### src/rtl/inst_fetch_unit.sv
// Instruction-fetch stage: issues imem word reads under a credit limit and
// buffers returned words, tagged with their PC, in an in-order queue for decode.
module inst_fetch_unit #(
    parameter int          IQ_DEPTH  = 4,
    parameter int          MAX_OUTST = 2,
    parameter logic [31:0] NOP_INST  = 32'h0000_0013
) (
    input  logic        clk,
    input  logic        rst,
    input  logic [29:0] pc_i,
    input  logic        pc_valid_i,
    input  logic        redirect_i,
    input  logic        stall_i,
    output logic        imem_req_o,
    output logic [31:0] imem_addr_o,
    input  logic        imem_gnt_i,
    input  logic        imem_rvalid_i,
    input  logic [31:0] imem_rdata_i,
    output logic        fetch_hold_o,
    output logic [29:0] pc_o,
    output logic [31:0] inst32_o,
    output logic        inst_valid_o
);
    localparam int AW = $clog2(IQ_DEPTH);
    localparam int OW = AW + 1;
    localparam int CW = $clog2(MAX_OUTST + 1);
    localparam int PW = (MAX_OUTST > 1) ? $clog2(MAX_OUTST) : 1;

    logic [29:0] iq_pc_mem   [IQ_DEPTH];
    logic [31:0] iq_inst_mem [IQ_DEPTH];
    logic [29:0] pend_pc_mem [MAX_OUTST];

    logic [AW-1:0] head_q, head_d, tail_q, tail_d;
    logic [OW-1:0] occ_q, occ_d;
    logic [PW-1:0] pend_rd_q, pend_rd_d, pend_wr_q, pend_wr_d;
    logic [CW-1:0] out_q, out_d, drop_q, drop_d;
    logic [29:0]   last_pc_q, last_pc_d;

    logic credit, grant, empty, rsp, rsp_keep, rsp_drop, pop;

    function automatic logic [PW-1:0] pend_inc(input logic [PW-1:0] p);
        return (p == PW'(MAX_OUTST - 1)) ? '0 : p + 1'b1;
    endfunction

    // A request is only allowed if its response is guaranteed a queue slot.
    assign credit = (int'(out_q) < MAX_OUTST) && (int'(occ_q) + int'(out_q) < IQ_DEPTH);

    assign imem_req_o   = pc_valid_i & credit & ~redirect_i;
    assign imem_addr_o  = {pc_i, 2'b00};
    assign grant        = imem_req_o & imem_gnt_i;
    assign fetch_hold_o = pc_valid_i & ~grant;

    assign empty        = (occ_q == '0);
    assign inst_valid_o = ~empty;
    assign pc_o         = empty ? last_pc_q : iq_pc_mem[head_q];
    assign inst32_o     = empty ? NOP_INST : iq_inst_mem[head_q];

    // Stray responses (nothing outstanding, e.g. abandoned by reset) are ignored.
    assign rsp      = imem_rvalid_i & (out_q != '0);
    assign rsp_drop = rsp & (drop_q != '0);
    assign rsp_keep = rsp & (drop_q == '0);
    assign pop      = inst_valid_o & ~stall_i;

    always_comb begin
        head_d    = head_q;
        tail_d    = tail_q;
        occ_d     = occ_q;
        pend_rd_d = pend_rd_q;
        pend_wr_d = pend_wr_q;
        out_d     = out_q;
        drop_d    = drop_q;
        last_pc_d = pc_o;
        if (redirect_i) begin
            head_d    = '0;
            tail_d    = '0;
            occ_d     = '0;
            pend_rd_d = '0;
            pend_wr_d = '0;
            out_d     = out_q - CW'(rsp);
            drop_d    = out_q - CW'(rsp);
        end else begin
            out_d = out_q + CW'(grant) - CW'(rsp);
            if (rsp_drop) drop_d = drop_q - 1'b1;
            if (grant) pend_wr_d = pend_inc(pend_wr_q);
            if (rsp_keep) begin
                pend_rd_d = pend_inc(pend_rd_q);
                tail_d    = tail_q + 1'b1;
            end
            if (pop) head_d = head_q + 1'b1;
            occ_d = occ_q + OW'(rsp_keep) - OW'(pop);
        end
    end

    always_ff @(posedge clk) begin
        if (!rst) begin
            head_q    <= '0;
            tail_q    <= '0;
            occ_q     <= '0;
            pend_rd_q <= '0;
            pend_wr_q <= '0;
            out_q     <= '0;
            drop_q    <= '0;
            last_pc_q <= '0;
        end else begin
            head_q    <= head_d;
            tail_q    <= tail_d;
            occ_q     <= occ_d;
            pend_rd_q <= pend_rd_d;
            pend_wr_q <= pend_wr_d;
            out_q     <= out_d;
            drop_q    <= drop_d;
            last_pc_q <= last_pc_d;
        end
    end

    // Storage needs no reset; validity is tracked by the pointers above.
    always_ff @(posedge clk) begin
        if (grant) pend_pc_mem[pend_wr_q] <= pc_i;
        if (rsp_keep && !redirect_i) begin
            iq_pc_mem[tail_q]   <= pend_pc_mem[pend_rd_q];
            iq_inst_mem[tail_q] <= imem_rdata_i;
        end
    end

    // The first cycle out of reset may still see a response abandoned by that reset.
    a_no_orphan_rsp: assert property (@(posedge clk) disable iff (!rst)
        (imem_rvalid_i && out_q == '0) |-> !$past(rst));
    a_out_bound: assert property (@(posedge clk) disable iff (!rst)
        (out_q <= CW'(MAX_OUTST)) && (drop_q <= out_q));
endmodule
### config.mk
export PLATFORM = sky130hd
export DESIGN_NAME = inst_fetch_unit
export DESIGN_NICKNAME = d
export VERILOG_FILES = /design/src/rtl/inst_fetch_unit.sv
export SDC_FILE = /design/constraint.sdc
export NUM_CORES = 1
export LEC_CHECK = 0
export CAP_MARGIN = 10
export CORE_ASPECT_RATIO = 0.9
export CORE_MARGIN = 3
export CORE_UTILIZATION = 40
export CTS_CLUSTER_DIAMETER = 30
export DETAILED_ROUTE_END_ITERATION = 10
export PLACE_DENSITY = 0.66
export SETUP_SLACK_MARGIN = 0.1
export SYNTH_ARGS = -nofsm -noshare
export SYNTH_HDL_FRONTEND = slang
export SYNTH_SLANG_ARGS = --single-unit
### constraint.sdc
create_clock -name clk -period 3.9 [get_ports clk]
set_clock_uncertainty 0.15 [all_clocks]
set_input_delay 0.78 -clock clk [delete_from_list [all_inputs] [get_ports clk]]
set_output_delay 0.78 -clock clk [all_outputs]
set_load 0.005 [all_outputs]
## After elaboration in Yosys (flattened, before gate mapping)

Memory sizes are Yosys's and may differ from the RTL's. A register that Yosys moved wholly into a read port is not among the register bits.
Cells that the tools add are included.

| cells by class | value |
|---|---|
| add/sub/neg operators | 11 |
| multipliers | 0 |
| div/mod/pow operators | 0 |
| order comparisons | 2 |
| equal/unequal tests | 0 |
| shift-type cells | 0 |
| mux-type cells | 17 |
| bitwise gates (word level) | 13 |
| reduce and logical (&&, ||, !) cells | 9 |

Operators by type and width:

| kind | count |
|---|---|
| 32-bit two-way mux | 1 |
| 30-bit two-way mux | 1 |
| 2-bit two-way mux | 7 |
| 1-bit AND | 8 |
| 1-bit two-way mux | 8 |
| 2-bit nonzero test | 3 |
| 1-bit NOT | 5 |
| 2-bit by 1-bit adder with 2-bit output (second input constant) | 2 |
| 3-bit by 2-bit adder with 4-bit output | 1 |
| 4-bit by 3-bit < comparator with 1-bit output (second input constant) | 1 |
| 2-bit by 1-bit subtractor with 2-bit output | 2 |
| 3-bit by 1-bit adder with 3-bit output | 1 |
| 3-bit zero test | 1 |
| 3-bit by 1-bit subtractor with 3-bit output | 1 |
| 1-bit adder (second input constant) | 2 |
| 2-bit by 1-bit adder with 2-bit output | 1 |
| 1-bit logical AND | 2 |
| 2-bit zero test | 1 |
| 2-bit < comparator (second input constant) | 1 |
| 2-bit OR reduction | 1 |
| 2-bit by 1-bit subtractor with 2-bit output (second input constant) | 1 |
| 1-bit zero test | 1 |

| word-level totals | value |
|---|---|
| register bits | 43 |
| bits in latches | 0 |
| memory bits (writable) | 308 |
| bits in read-only memories | 0 |
| input port bits | 69 |
| output and inout bits | 97 |
| word-level logic and storage cells | 63 |
| memories kept | 3 |

Memory list:

| name | words | width | read ports | clocked after memory_dff | wr ports | RTL line | source |
|---|---|---|---|---|---|---|---|
| iq_inst_mem | 4 | 32 | 1 | 1 | 1 | 30 | `logic [31:0] iq_inst_mem [IQ_DEPTH];` |
| iq_pc_mem | 4 | 30 | 1 | 1 | 1 | 29 | `logic [29:0] iq_pc_mem [IQ_DEPTH];` |
| pend_pc_mem | 2 | 30 | 1 | 1 | 1 | 31 | `logic [29:0] pend_pc_mem [MAX_OUTST];` |

## Longest topological paths before layout

| logic depth | value |
|---|---|
| depth after elaboration | 9 |
| mapped depth | 11 |
| mapped depth without buffers | 11 |

## Worst setup path after synthesis

Ideal clock, no wire load.

| timing | value |
|---|---|
| kind | input -> register |
| start | input imem_rvalid_i |
| end | memory iq_inst_mem[0][0] (enable) |
| library setup time | 0.427 ns |
| arrival | 2.666 ns |
| required time | 3.323 ns |
| path slack | 0.657 ns |
| stages on the path | 3 |
| path buffers | 0 |
| path through | o211ai_1 nor2_1 and2_1 |

| between the ends | value |
|---|---|
| cells in the longest elaborated chain, start to end | 5 |

Ends and longest elaborated chain:

| what | RTL line | source |
|---|---|---|
| start, declared | 17 | `input logic imem_rvalid_i,` |
| 1-bit AND | 59 | `assign rsp = imem_rvalid_i & (out_q != '0);` |
| 1-bit AND | 61 | `assign rsp_keep = rsp & (drop_q == '0);` |
| 1-bit logical AND | 119 | `if (rsp_keep && !redirect_i) begin` |
| 1-bit two-way mux | 119 |  |
| 1-bit two-way mux (not written as such) | 121 | `iq_inst_mem[tail_q] <= imem_rdata_i;` |
| end, declared | 30 |  |

Every way passes these cells.

==> metrics.md <==
| Metric | Value |
|---|---|
| Xor and xnor area share after synthesis | `less than 1%` |
| DRT Wirelength | `~27 mm` |
| Area of the mapped netlist | `around 14000 sq um` |
| Reg-to-reg setup timing slack | `around 1.4 ns` |
| Most frequent cells in the layout | `308 x edfxtp_1, 162 x clkdlybuf4s50_1, 72 x clkbuf_16` |
| Largest net degree at the start of global routing | `between 40 and 50` |
| Vias in the first global route | `slightly above 7000` |
| Post-layout net count | `around 960` |
| Post-synthesis mux area share | `approximately 16%` |
| Number of synthesized flops with an enable pin | `around 300` |
| CP Data Required Time | `between 2 and 3 ns` |
| Worst-path clk slew | `approximately 0.050 ns` |
| Final WS setup | `between 0.2 and 0.3 ns` |
| Die area | `between 30000 and 40000 sq um` |
| Setup Crit Path Kind | `register to output pin` |
| Synth Area in Compound Gates | `less than 1%` |
| Critical Path AT | `2.68 ns` |
| I/O Pins | `approximately 170` |
| Slew Limit Fails | `0` |
| HP Class | `register to register` |
| Grt met2 use | `a little under a quarter` |
| Yosys reg bits | `approximately 350` |
| Total gr overflow | `0` |
| I/O Buffers | `approximately 160` |
| First-pass GRT wire length | `41.57 mm` |
| TritonCTS Buffers | `between 70 and 80` |
| Yosys top cell by area | `edfxtp_1` |
| Row cnt | `63` |
| Max Buffers Root-to-Sink | `3` |
| Final Cycle Share | `between 90% and 100%` |
| Slowest CP cell | `mux4_1` |
| Initial Util | `between 40% and 50%` |
| Fillers | `between 2000 and 3000` |
| CTS tree | `done` |
| Post-CTS Resized | `0` |
| Pwr Total | `approximately 12 mW` |
| Overall Global Routing Usage | `between 10% and 20%` |
| Asr flop ratio synth | `0%` |
| Register area share after synthesis | `73.94%` |
| TritonRoute pass-1 iters | `4` |
| Adder-Cell Fraction of Synth Area | `1.146%` |
| Setup crit start kind | `register` |
| Initial DRC Count | `about 420` |
| Via count | `6688` |
| Syn-to-layout area delta | `32.89%` |
| Cells after DPL | `1265` |
| Skew-Pair Late Insertion Delay | `0.56 ns` |
| Crit end category | `output pin` |
| Warnings, synthesis | `0` |
| Final min period | `roughly 3.6 ns` |
| Post-Layout Cell Count | `around 1400` |
| Worst vdd ir | `between 0.0003 and 0.0004 V` |
| Htree depth | `3` |
| Lkg Pwr | `between 6 and 7 nW` |
| Worst slew margin | `a little over two fifths` |
| Worst-path fanout max | `12` |
| Worst Tran Pin Value | `about 0.85 ns` |
| Hold_buf cts | `0` |
| Clock sinks | `354` |
| Outcome | `completed` |
| Most common cell after layout, fill and taps aside | `edfxtp_1` |
| DRC errors left | `0` |
| # Max-Cap Violations | `0` |
| Post-synthesis cell type count | `40` |
| Grt met1 use | `between 10% and 20%` |
| Core area | `roughly 33000 sq um` |
| Synth area leaders | `edfxtp_1 67%, mux4_2 9.3%, dfxtp_1 6.7%` |
| Post-Synth Simple-Gate Area | `between 4 and 5%` |
| Pre-CTS setup slack | `between 0.7 and 0.8 ns` |
| GR Layer Usage met3 | `under 10%` |
| WL per Instance | `approximately 19 microns` |
| Fmax | `roughly 0.28 GHz` |
| Hold Violations, Final | `0` |
| Setup Viol. Count Final | `0` |
| Post-CTS Setup Bufs | `0` |
| Main combinational cell family by area after synthesis | `multiplexers` |
| Die H | `around 180 microns` |
| Mapped Cells | `684` |
| CP Cell Sequence | `buf_4, mux4_1, mux2_2, clkdlybuf4s50_1` |
| Syn_area_per_cell | `20.11 sq um` |
| Vias per cell | `roughly 4.8` |
| Ys flop type | `edfxtp_1` |
| Cell Pwr Density | `about 660 nW/um^2` |
| Yosys top cell area share | `about two thirds` |
| CTS Root Cell | `clkbuf_16` |
| HPWL Detailed | `between 15 and 20 mm` |
| Gp weighted congestion | `roughly 0.67` |
| Setup TNS | `0 ns` |
| Chip Width | `around 200 microns` |
| Initial antenna violation count | `1` |
| Busiest grt layer | `met2` |
| Detail Route Antenna Nets | `0` |
| CP peak stage delay | `approximately 0.60 ns` |
| Share of layout cells above drive strength 1 | `between 20 and 30%` |
| RSZ-0062 raised after global routing | `false` |
## cell type report
type                            count  area [sq um]  area share [%]
Antenna cell                        1         2.502         0.01369
Clock buffer                       87          1918           10.49
Clock inverter                     45         543.0           2.971
Inverter                           13         50.05          0.2738
Multi-Input combinational cell    257          3131           17.13
Sequential cell                   354         10180           55.68
Tap cell                          455         569.3           3.115
Timing Repair Buffer              186          1887           10.32
## flip-flops by register name, summed over array words and instances (netlist names), named ones only
signal	cells
drop_q	2
head_q	2
iq_inst_mem	128
iq_pc_mem	120
last_pc_q	30
occ_q	3
out_q	2
pend_pc_mem	60
pend_rd_q	1
pend_wr_q	1
tail_q	2
## power by group
group	switching (mW)	leakage, nW	internal (mW)
sequential	0.0883	3.15	4.36
clock	1.98	1.18	4.07
combinational	0.617	1.85	0.862
## synth_stat cells, types with 3 or more instances
cell      count
edfxtp_1    308
and2_1       66
mux4_2       57
dfxtp_1      46
buf_4        35
mux2_2       35
mux2_4       25
clkbuf_1     13
inv_1        12
ha_1         11
nor2_1       10
buf_2         8
mux4_1        5
nand2_1       5
mux2i_1       4
a21oi_1       3
buf_12        3
nand3_1       3
nor3_1        3
o21ai_0       3
xor2_1        3
## layer usage
metal	wire length (microns)	part of all wire, %
met3	1371	5.1
met4	444	1.7
met1	12080	45
met5	0	0
met2	12900	48
## cells by family (layout without fill, tap and decap cells)
logic type               after synthesis  after routing
other                                  1              3
AND/OR/NAND/NOR                      101            101
multiplexers                         126            126
buffers and inverters                 74            331
flip-flops                           354            354
AO/OA/AOI/OAI                         11             11
adder cells (fa/ha/maj)               12             12
XOR/XNOR                               5              5
## path summary, 6_finish.rpt
| check | end | depth (start not counted) | startpoint |
|---|---|---|---|
| worst min register to register | register | 2 | head_q[1] |
| worst max register to register | out_q[1] | 10 | occ_q[1] |
| worst max-delay path | pc_o[3] | 4 | register |
| worst min-delay path | register | 2 | head_q[1] |
## critical path: cells and delay by family (launching register included)
| kind | cells | cell delay (ns) |
|---|---|---|
| DFF | 1 | 0.51 |
| buffers and inverters | 2 | 0.73 |
| muxes | 2 | 0.89 |
## stage by stage
step	instance area, sq um	util (%)	hold slack [ns]
3_3_place_gp	15820	47.32	0.3090
4_1_cts	18280	54.68	0.3393
2_1_floorplan	13760	-	0.3014
6_report	18280	54.69	0.3311
5_1_grt	18280	54.68	0.3643
3_5_place_dp	15820	47.32	0.3201
Power figures use the tool's default switching activity.
